**src/rtl/screen_pf_fetch.sv**
```systemverilog
// -----------------------------------------------------------------------------
// screen_pf_fetch
//
// Streaming fetch engine for the screen path. A start pulse latches a base word
// address and a word count; the engine then reads that many consecutive DW-bit
// words from the shared memory port into a DEPTH-word prefetch FIFO, and hands
// them to the renderer one byte at a time (least-significant byte first).
// Address requests are credit-limited so the FIFO can never overflow: a request
// is only issued while (outstanding reads + words held) < DEPTH.
//
// Build option:
//   SCREEN_PF_TESTPAT_EN  - when defined, the memory port is disabled and an
//                           internal generator fills the FIFO with the
//                           printable-ASCII test text (byte i = i+32 for i<95,
//                           else blank 0x20). pf_base is ignored.
//
// Ports:
//   clk, rstn            clock, asynchronous active-low reset
//   pf_start             start pulse (honoured only when idle and pf_len != 0)
//   pf_base [AW]         first word address, latched on start
//   pf_len  [LW]         number of words to fetch, latched on start
//   pf_busy              transfer in progress (FETCH or DRAIN)
//   pf_rd                consume the current byte
//   pf_dat  [8]          current byte (0x20 when nothing is available)
//   pf_dat_vld           pf_dat holds a real byte
//   mem_addr_vld/_gnt    read-address request / accept handshake
//   mem_addr [AW]        read word address
//   mem_dat_vld/_gnt     read-data valid / accept handshake
//   mem_dat  [DW]        read data
// -----------------------------------------------------------------------------
module screen_pf_fetch #(
  parameter int AW    = 19,
  parameter int DW    = 16,
  parameter int DEPTH = 4,
  parameter int LW    = 12
) (
  input  logic          clk,
  input  logic          rstn,
  input  logic          pf_start,
  input  logic [AW-1:0] pf_base,
  input  logic [LW-1:0] pf_len,
  output logic          pf_busy,
  input  logic          pf_rd,
  output logic [7:0]    pf_dat,
  output logic          pf_dat_vld,
  output logic          mem_addr_vld,
  input  logic          mem_addr_gnt,
  output logic [AW-1:0] mem_addr,
  input  logic          mem_dat_vld,
  output logic          mem_dat_gnt,
  input  logic [DW-1:0] mem_dat
);

  localparam int NB  = DW / 8;
  localparam int PW  = $clog2(DEPTH);
  localparam int CW  = $clog2(DEPTH) + 1;
  localparam int LNW = (NB > 1) ? $clog2(NB) : 1;
  localparam logic [LNW-1:0] LANE_LAST = LNW'(NB - 1);
  localparam logic [CW:0]    CREDITS   = (CW + 1)'(DEPTH);

  typedef enum logic [1:0] {
    ST_IDLE  = 2'd0,
    ST_FETCH = 2'd1,
    ST_DRAIN = 2'd2
  } state_t;

  state_t         state_r, state_s;
  logic [LW-1:0]  req_left_r;
  logic [CW-1:0]  outst_r;
  logic [CW-1:0]  fifo_cnt_r;
  logic [PW-1:0]  wr_ptr_r, rd_ptr_r;
  logic [DW-1:0]  fifo_mem_r [DEPTH];
  logic [LNW-1:0] lane_r;
  logic           err_unexp_r;

  logic          start_s;
  logic          credit_ok_s;
  logic          issue_s;
  logic          grant_s;
  logic          push_s;
  logic          unexp_s;
  logic          out_inc_s;
  logic          out_dec_s;
  logic          rd_ok_s;
  logic          pop_s;
  logic [DW-1:0] push_dat_s;
  logic [DW-1:0] head_s;

  assign start_s = (state_r == ST_IDLE) && pf_start && (pf_len != {LW{1'b0}});

  // Registered counts only: a word popped this cycle frees its credit next cycle.
  assign credit_ok_s = ({1'b0, outst_r} + {1'b0, fifo_cnt_r}) < CREDITS;
  assign issue_s     = (state_r == ST_FETCH) && (req_left_r != {LW{1'b0}}) && credit_ok_s;

`ifdef SCREEN_PF_TESTPAT_EN
  logic [LW-1:0] gen_k_r;
  logic          unused_sink_s;

  // Word k of the ASCII test text; byte n carries transfer byte k*NB+n.
  function automatic logic [DW-1:0] pat_word(input logic [LW-1:0] k);
    logic [DW-1:0] w;
    int unsigned   idx;
    w = {DW{1'b0}};
    for (int n = 0; n < NB; n++) begin
      idx = 32'(k) * 32'(NB) + 32'(n);
      w[8*n +: 8] = (idx < 32'd95) ? 8'(idx + 32'd32) : 8'h20;
    end
    return w;
  endfunction

  // The generator produces a word whenever a credit is available, straight into the FIFO.
  assign grant_s       = issue_s;
  assign push_s        = grant_s;
  assign unexp_s       = 1'b0;
  assign out_inc_s     = 1'b0;
  assign out_dec_s     = 1'b0;
  assign push_dat_s    = pat_word(gen_k_r);
  assign mem_addr_vld  = 1'b0;
  assign mem_addr      = {AW{1'b0}};
  assign mem_dat_gnt   = 1'b1;
  assign unused_sink_s = ^{pf_base, mem_addr_gnt, mem_dat_vld, mem_dat, err_unexp_r};

  // Word index within the current transfer for the pattern generator.
  always_ff @(posedge clk or negedge rstn) begin
    if (!rstn) begin
      gen_k_r <= {LW{1'b0}};
    end else if (start_s) begin
      gen_k_r <= {LW{1'b0}};
    end else if (grant_s) begin
      gen_k_r <= gen_k_r + LW'(1);
    end
  end
`else
  logic [AW-1:0] addr_r;
  logic          acc_s;
  logic          unused_sink_s;

  assign grant_s      = issue_s & mem_addr_gnt;
  assign acc_s        = mem_dat_vld & pf_busy;
  // Data with no read in flight is swallowed and flagged, never delivered.
  assign push_s       = acc_s & (outst_r != {CW{1'b0}});
  assign unexp_s      = acc_s & (outst_r == {CW{1'b0}});
  assign out_inc_s    = grant_s;
  assign out_dec_s    = push_s;
  assign push_dat_s   = mem_dat;
  assign mem_addr_vld = issue_s;
  assign mem_addr     = addr_r;
  assign mem_dat_gnt  = pf_busy;
  // err_unexp has no port; it is kept for debug observation.
  assign unused_sink_s = err_unexp_r;

  // Read word address: latched on start, stepped on each accepted request (wraps).
  always_ff @(posedge clk or negedge rstn) begin
    if (!rstn) begin
      addr_r <= {AW{1'b0}};
    end else if (start_s) begin
      addr_r <= pf_base;
    end else if (grant_s) begin
      addr_r <= addr_r + AW'(1);
    end
  end
`endif

  assign pf_busy    = (state_r != ST_IDLE);
  assign pf_dat_vld = (fifo_cnt_r != {CW{1'b0}});
  assign head_s     = fifo_mem_r[rd_ptr_r];
  assign rd_ok_s    = pf_rd & pf_dat_vld;
  assign pop_s      = rd_ok_s & (lane_r == LANE_LAST);

  // Byte select from the FIFO head; blank when nothing is available.
  always_comb begin
    pf_dat = 8'h20;
    if (pf_dat_vld) begin
      pf_dat = 8'(head_s >> {lane_r, 3'b000});
    end else begin
      pf_dat = 8'h20;
    end
  end

  // Next-state logic.
  always_comb begin
    state_s = state_r;
    case (state_r)
      ST_IDLE: begin
        if (start_s) state_s = ST_FETCH;
        else         state_s = ST_IDLE;
      end
      ST_FETCH: begin
        if (grant_s && (req_left_r == LW'(1))) state_s = ST_DRAIN;
        else                                   state_s = ST_FETCH;
      end
      ST_DRAIN: begin
        if ((outst_r == {CW{1'b0}}) && (fifo_cnt_r == {CW{1'b0}})) state_s = ST_IDLE;
        else                                                       state_s = ST_DRAIN;
      end
      default: state_s = ST_IDLE;
    endcase
  end

  // State register.
  always_ff @(posedge clk or negedge rstn) begin
    if (!rstn) state_r <= ST_IDLE;
    else       state_r <= state_s;
  end

  // Words still to request in this transfer.
  always_ff @(posedge clk or negedge rstn) begin
    if (!rstn) begin
      req_left_r <= {LW{1'b0}};
    end else if (start_s) begin
      req_left_r <= pf_len;
    end else if (grant_s) begin
      req_left_r <= req_left_r - LW'(1);
    end
  end

  // Reads in flight; a same-cycle request and return cancel out.
  always_ff @(posedge clk or negedge rstn) begin
    if (!rstn) begin
      outst_r <= {CW{1'b0}};
    end else begin
      case ({out_inc_s, out_dec_s})
        2'b10:   outst_r <= outst_r + CW'(1);
        2'b01:   outst_r <= outst_r - CW'(1);
        default: outst_r <= outst_r;
      endcase
    end
  end

  // FIFO occupancy and pointers; a same-cycle push and pop leave the count unchanged.
  always_ff @(posedge clk or negedge rstn) begin
    if (!rstn) begin
      fifo_cnt_r <= {CW{1'b0}};
      wr_ptr_r   <= {PW{1'b0}};
      rd_ptr_r   <= {PW{1'b0}};
    end else begin
      case ({push_s, pop_s})
        2'b10:   fifo_cnt_r <= fifo_cnt_r + CW'(1);
        2'b01:   fifo_cnt_r <= fifo_cnt_r - CW'(1);
        default: fifo_cnt_r <= fifo_cnt_r;
      endcase
      if (push_s) wr_ptr_r <= wr_ptr_r + PW'(1);
      if (pop_s)  rd_ptr_r <= rd_ptr_r + PW'(1);
    end
  end

  // FIFO storage (no reset needed: occupancy gates every read).
  always_ff @(posedge clk) begin
    if (push_s) fifo_mem_r[wr_ptr_r] <= push_dat_s;
  end

  // Byte lane within the head word; wrapping past the last lane pops the word.
  always_ff @(posedge clk or negedge rstn) begin
    if (!rstn) begin
      lane_r <= {LNW{1'b0}};
    end else if (rd_ok_s) begin
      if (lane_r == LANE_LAST) lane_r <= {LNW{1'b0}};
      else                     lane_r <= lane_r + LNW'(1);
    end
  end

  // Sticky flag for data returned with no read in flight; cleared only by reset.
  always_ff @(posedge clk or negedge rstn) begin
    if (!rstn)        err_unexp_r <= 1'b0;
    else if (unexp_s) err_unexp_r <= 1'b1;
  end

endmodule
```
**config.mk**
```make
export PLATFORM = sky130hd
export DESIGN_NAME = screen_pf_fetch
export DESIGN_NICKNAME = d
export VERILOG_FILES = /design/src/rtl/screen_pf_fetch.sv
export SDC_FILE = /design/constraint.sdc
export NUM_CORES = 1
export LEC_CHECK = 0
export BUFFER_PORTS_ARGS = -buffer_cell sky130_fd_sc_hd__buf_2
export CAP_MARGIN = 20
export CORE_AREA = 2 2 131 95
export CTS_BUF_LIST = sky130_fd_sc_hd__clkbuf_2 sky130_fd_sc_hd__clkbuf_4 sky130_fd_sc_hd__clkbuf_8
export CTS_CLUSTER_SIZE = 30
export DETAILED_ROUTE_END_ITERATION = 7
export DIE_AREA = 0 0 133 97
export PLACE_DENSITY_LB_ADDON = 0.1
export SLEW_MARGIN = 20
export SYNTH_ARGS = -nofsm -noshare
export SYNTH_HDL_FRONTEND = slang
export SYNTH_SLANG_ARGS = --single-unit
```
**constraint.sdc**
```tcl
create_clock -name clk -period 2.85 [get_ports clk]
set_input_delay 0.285 -clock clk [delete_from_list [all_inputs] [get_ports clk]]
set_output_delay 0.285 -clock clk [all_outputs]
set_load 0.005 [all_outputs]
```
==> flow_summary.json <==
{
  "post-cts-setup-buffer-count": 0,
  "netlist_instances": 387,
  "gr-total-overflow": 0,
  "antenna_cells": 0,
  "rows": 33,
  "slew_violations": 0,
  "synth_area_mm2": 0.00515,
  "fin_skew_ns": 0.0164,
  "place_congestion": 0.828,
  "cts_max_level": 3,
  "async_flop_share_pct": 40.7,
  "maxCapViolCount": 0,
  "p_leak_nw": 2.43,
  "netlist_top_cells_area": "edfxtp_1, dfrtp_1, mux4_2",
  "drtAntennaViolNets": 0,
  "post-place-ws_ns": 0.265,
  "ys.flop_type": "edfxtp_1",
  "fillCellCount": 1025,
  "max_freq_mhz": 385,
  "start_kind": "register",
  "nNetsFinal": 550,
  "power.density_mw_per_mm2": 987,
  "hp-class": "primary input to register",
  "peakVddDrop_v": 0.000339,
  "viasPerCell": 5.53,
  "yosys.area_share.simple_pct": 13.3,
  "clk_pin_slew_worst_paths_ns": 0.11,
  "synth_mux_area_share_pct": 9.13,
  "num_io_pins": 84,
  "finalCritPeriodShare_pct": 91.2,
  "core_area_mm2": 0.0115,
  "dp_hpwl_um": 7980,
  "area_delta_synth_final_pct": 16.6,
  "ys_seq_area_share_pct": 58.6,
  "antenna_found_initial": 0,
  "die-area_mm2": 0.0129,
  "synthDistinctLibCells": 49,
  "yosysWarnings": 0,
  "dieWidth_um": 133,
  "track_usage_pct": 18.9,
  "tightest_slew_ns": 0.633,
  "synth_top_area_share_pct": 37.3,
  "hold_violations": 0,
  "synth_top_family_by_area": "simple AND/OR/NAND/NOR gates",
  "fin_crit_ns": 2.60,
  "grt_max_degree": 45,
  "start_util_pct": 44.7,
  "synth.avg_cell_area_um2": 13.3,
  "insertion_delay_ns": 0.37,
  "status": "complete, no violations",
  "synth-compound-area-share_pct": 10.2,
  "ys_seq_elements": 108,
  "setup-tns-final_ns": 0,
  "worstSetupPathType": "register to register",
  "seq_power_share_pct": 42.1,
  "power_frac_comb_pct": 42.6,
  "rsz0062_at_grt": "false",
  "dr.first_iter.drc_count": 268,
  "p_sw_w": 0.00227,
  "required_ns": 3.14,
  "numCtsBuffers": 9,
  "finalSetupViolations": 0,
  "worst_hold_slack_ns": 0.122,
  "synth_edf_count": 64,
  "wl_per_cell_um": 17.8,
  "drcViolationCount": 0,
  "power.share.clock_pct": 15.3,
  "synthAdderAreaFrac_pct": 3.45,
  "clock_sinks": 108,
  "cts_resized": 0,
  "p_total_w": 0.00593,
  "ctsHoldBuffers": 0,
  "layout-drive-gt1-share_pct": 29.2,
  "cts_tree": "built",
  "max-slew-margin-rel_pct": 57.4,
  "timing.final.ws_setup_ns": 0.250,
  "grt_pass1_wl_um": 19000,
  "synthXorXnorAreaFrac_pct": 1.70,
  "switching_share_pct": 38.3,
  "syn_nets": 453,
  "end_kind": "register",
  "first_global_vias": 3530,
  "p_int_w": 0.00366,
  "synth_largest_area_cell": "edfxtp_1",
  "root_buffer": "clkbuf_8",
  "vias": 3575,
  "critPathArrivalTime_ns": 2.89,
  "cts_buffer_depth": 2,
  "drtPass1Iterations": 4,
  "cp_max_fo": 6,
  "die_h_um": 97,
  "port_buffers": 83,
  "wirelength_um": 11500
}
[layer usage]
| layer | GRT usage (%) | vias up | part of all wire, % | routed length, µm |
|---|---|---|---|---|
| met5 | 0 | - | 0 | 0 |
| li1 | - | 1683 | - | - |
| met2 | 27.3 | 81 | 45 | 5150 |
| met3 | 4.61 | 2 | 4.4 | 503 |
| met4 | 4.55 | 0 | 0.33 | 38 |
| met1 | 28.6 | 1809 | 51 | 5810 |
[sequential cells by signal, indices dropped and copies added, names as in the netlist]
name / count
fifo_cnt_r: 3
fifo_mem_r: 64
lane_r: 1
mem_addr: 19
outst_r: 3
rd_ptr_r: 2
req_left_r: 12
state_r: 2
wr_ptr_r: 2
[metrics by stage]
| stage | cell area [µm²] | utilization, % | cells |
|---|---|---|---|
| floorplan | 5150 | - | 387 |
| global placement | 5810 | 50.4 | 629 |
| detailed placement | 5810 | 50.4 | 629 |
| CTS | 6000 | 52.1 | 645 |
| global route | 6010 | 52.2 | 646 |
| finish | 6010 | 52.2 | 646 |
[area by class of cell]
type	instances	area, µm²	share of cell area (%)
Sequential cell	108	3020	50.3
Multi-Input combinational cell	243	1950	32.4
Timing Repair Buffer	103	583	9.70
Tap cell	157	196	3.27
Clock buffer	9	124	2.06
Inverter	19	72.6	1.21
Clock inverter	7	65.1	1.08
[cell families (layout without fill, tap and decap cells)]
group           after synthesis  count (layout)
compound gates               69              69
xor+xnor                     10              10
fa+ha+maj                    13              13
buf+inv                      36             138
flops                       108             108
mux                          27              27
simple gates                124             124
[synthesized netlist by cell type, types with 2 or more instances]
cell type and n:
or3_1 3, and2_1 8, edfxtp_1 64, mux2i_1 11, clkbuf_1 6, inv_1 18
buf_4 4, a221o_1 18, buf_6 4, and4_1 3, nor2_1 21, dfrtp_1 44
a21oi_1 4, and3_1 3, fa_1 2, ha_1 11, o211ai_1 3, nand3b_1 2
nand4_1 8, nand2_1 27, xnor2_1 5, xor2_1 5, nand2b_1 4, a21o_1 10
mux4_2 16, o21ai_1 16, nand3_1 9, nor3b_1 5, o21ai_0 7, nor3_2 2
a211oi_1 2, a32oi_1 2, nor4_1 10, nor3_1 13, buf_2 3
[cell usage in the layout (no fill, tap or decap), types with 4 or more instances in the layout]
master and count:
buf_2 82, edfxtp_1 64, dfrtp_1 44, nand2_1 27
nor2_1 21, buf_4 19, inv_1 18, a221o_1 18
mux4_2 16, o21ai_1 16, nor3_1 13, mux2i_1 11
ha_1 11, nor4_1 10, a21o_1 10, nand3_1 9
clkbuf_8 9, nand4_1 8, and2_1 8, o21ai_0 7
xnor2_1 5, xor2_1 5, nor3b_1 5, nand2b_1 4
a21oi_1 4
[power groups by stage]
stage | clock, W | combinational (W) | sequential, W
after global routing | 0.00100 | 0.00282 | 0.00257
after detailed placement | 0 | 0.00255 | 0.00253
after global placement | 0 | 0.00252 | 0.00251
final | 0.000907 | 0.00252 | 0.00250
after CTS | 0.000937 | 0.00256 | 0.00250
after floorplan | 0 | 0.00179 | 0.00241
[final timing paths]
kind | start | end | slack [ns] | cells after the start
setup / recovery | req_left_r[0] | outst_r[2] | 0.25 | 12
hold / removal | mem_dat[5] | fifo_mem_r[3][5] | 0.12 | 1
setup reg to reg | req_left_r[0] | outst_r[2] | 0.25 | 12
hold reg to reg | outst_r[2] | outst_r[2] | 0.51 | 1
max in group asynchronous | rstn | mem_addr[11] | 1.98 | 2
min in group asynchronous | rstn | state_r[1] | 0.45 | 2
[worst max-delay path, cell delays in order, from the launching register on]
cell and delay, ns:
dfrtp_1 0.41, inv_1 0.11, ha_1 0.26, nor4b_2 0.27, and3_1 0.40, nor2_8 0.04, clkinv_2 0.05, ha_1 0.16
inv_1 0.06, fa_1 0.37, xor2_1 0.15, nor2_1 0.10, xor2_1 0.14
(Power assumes the default switching activity.)
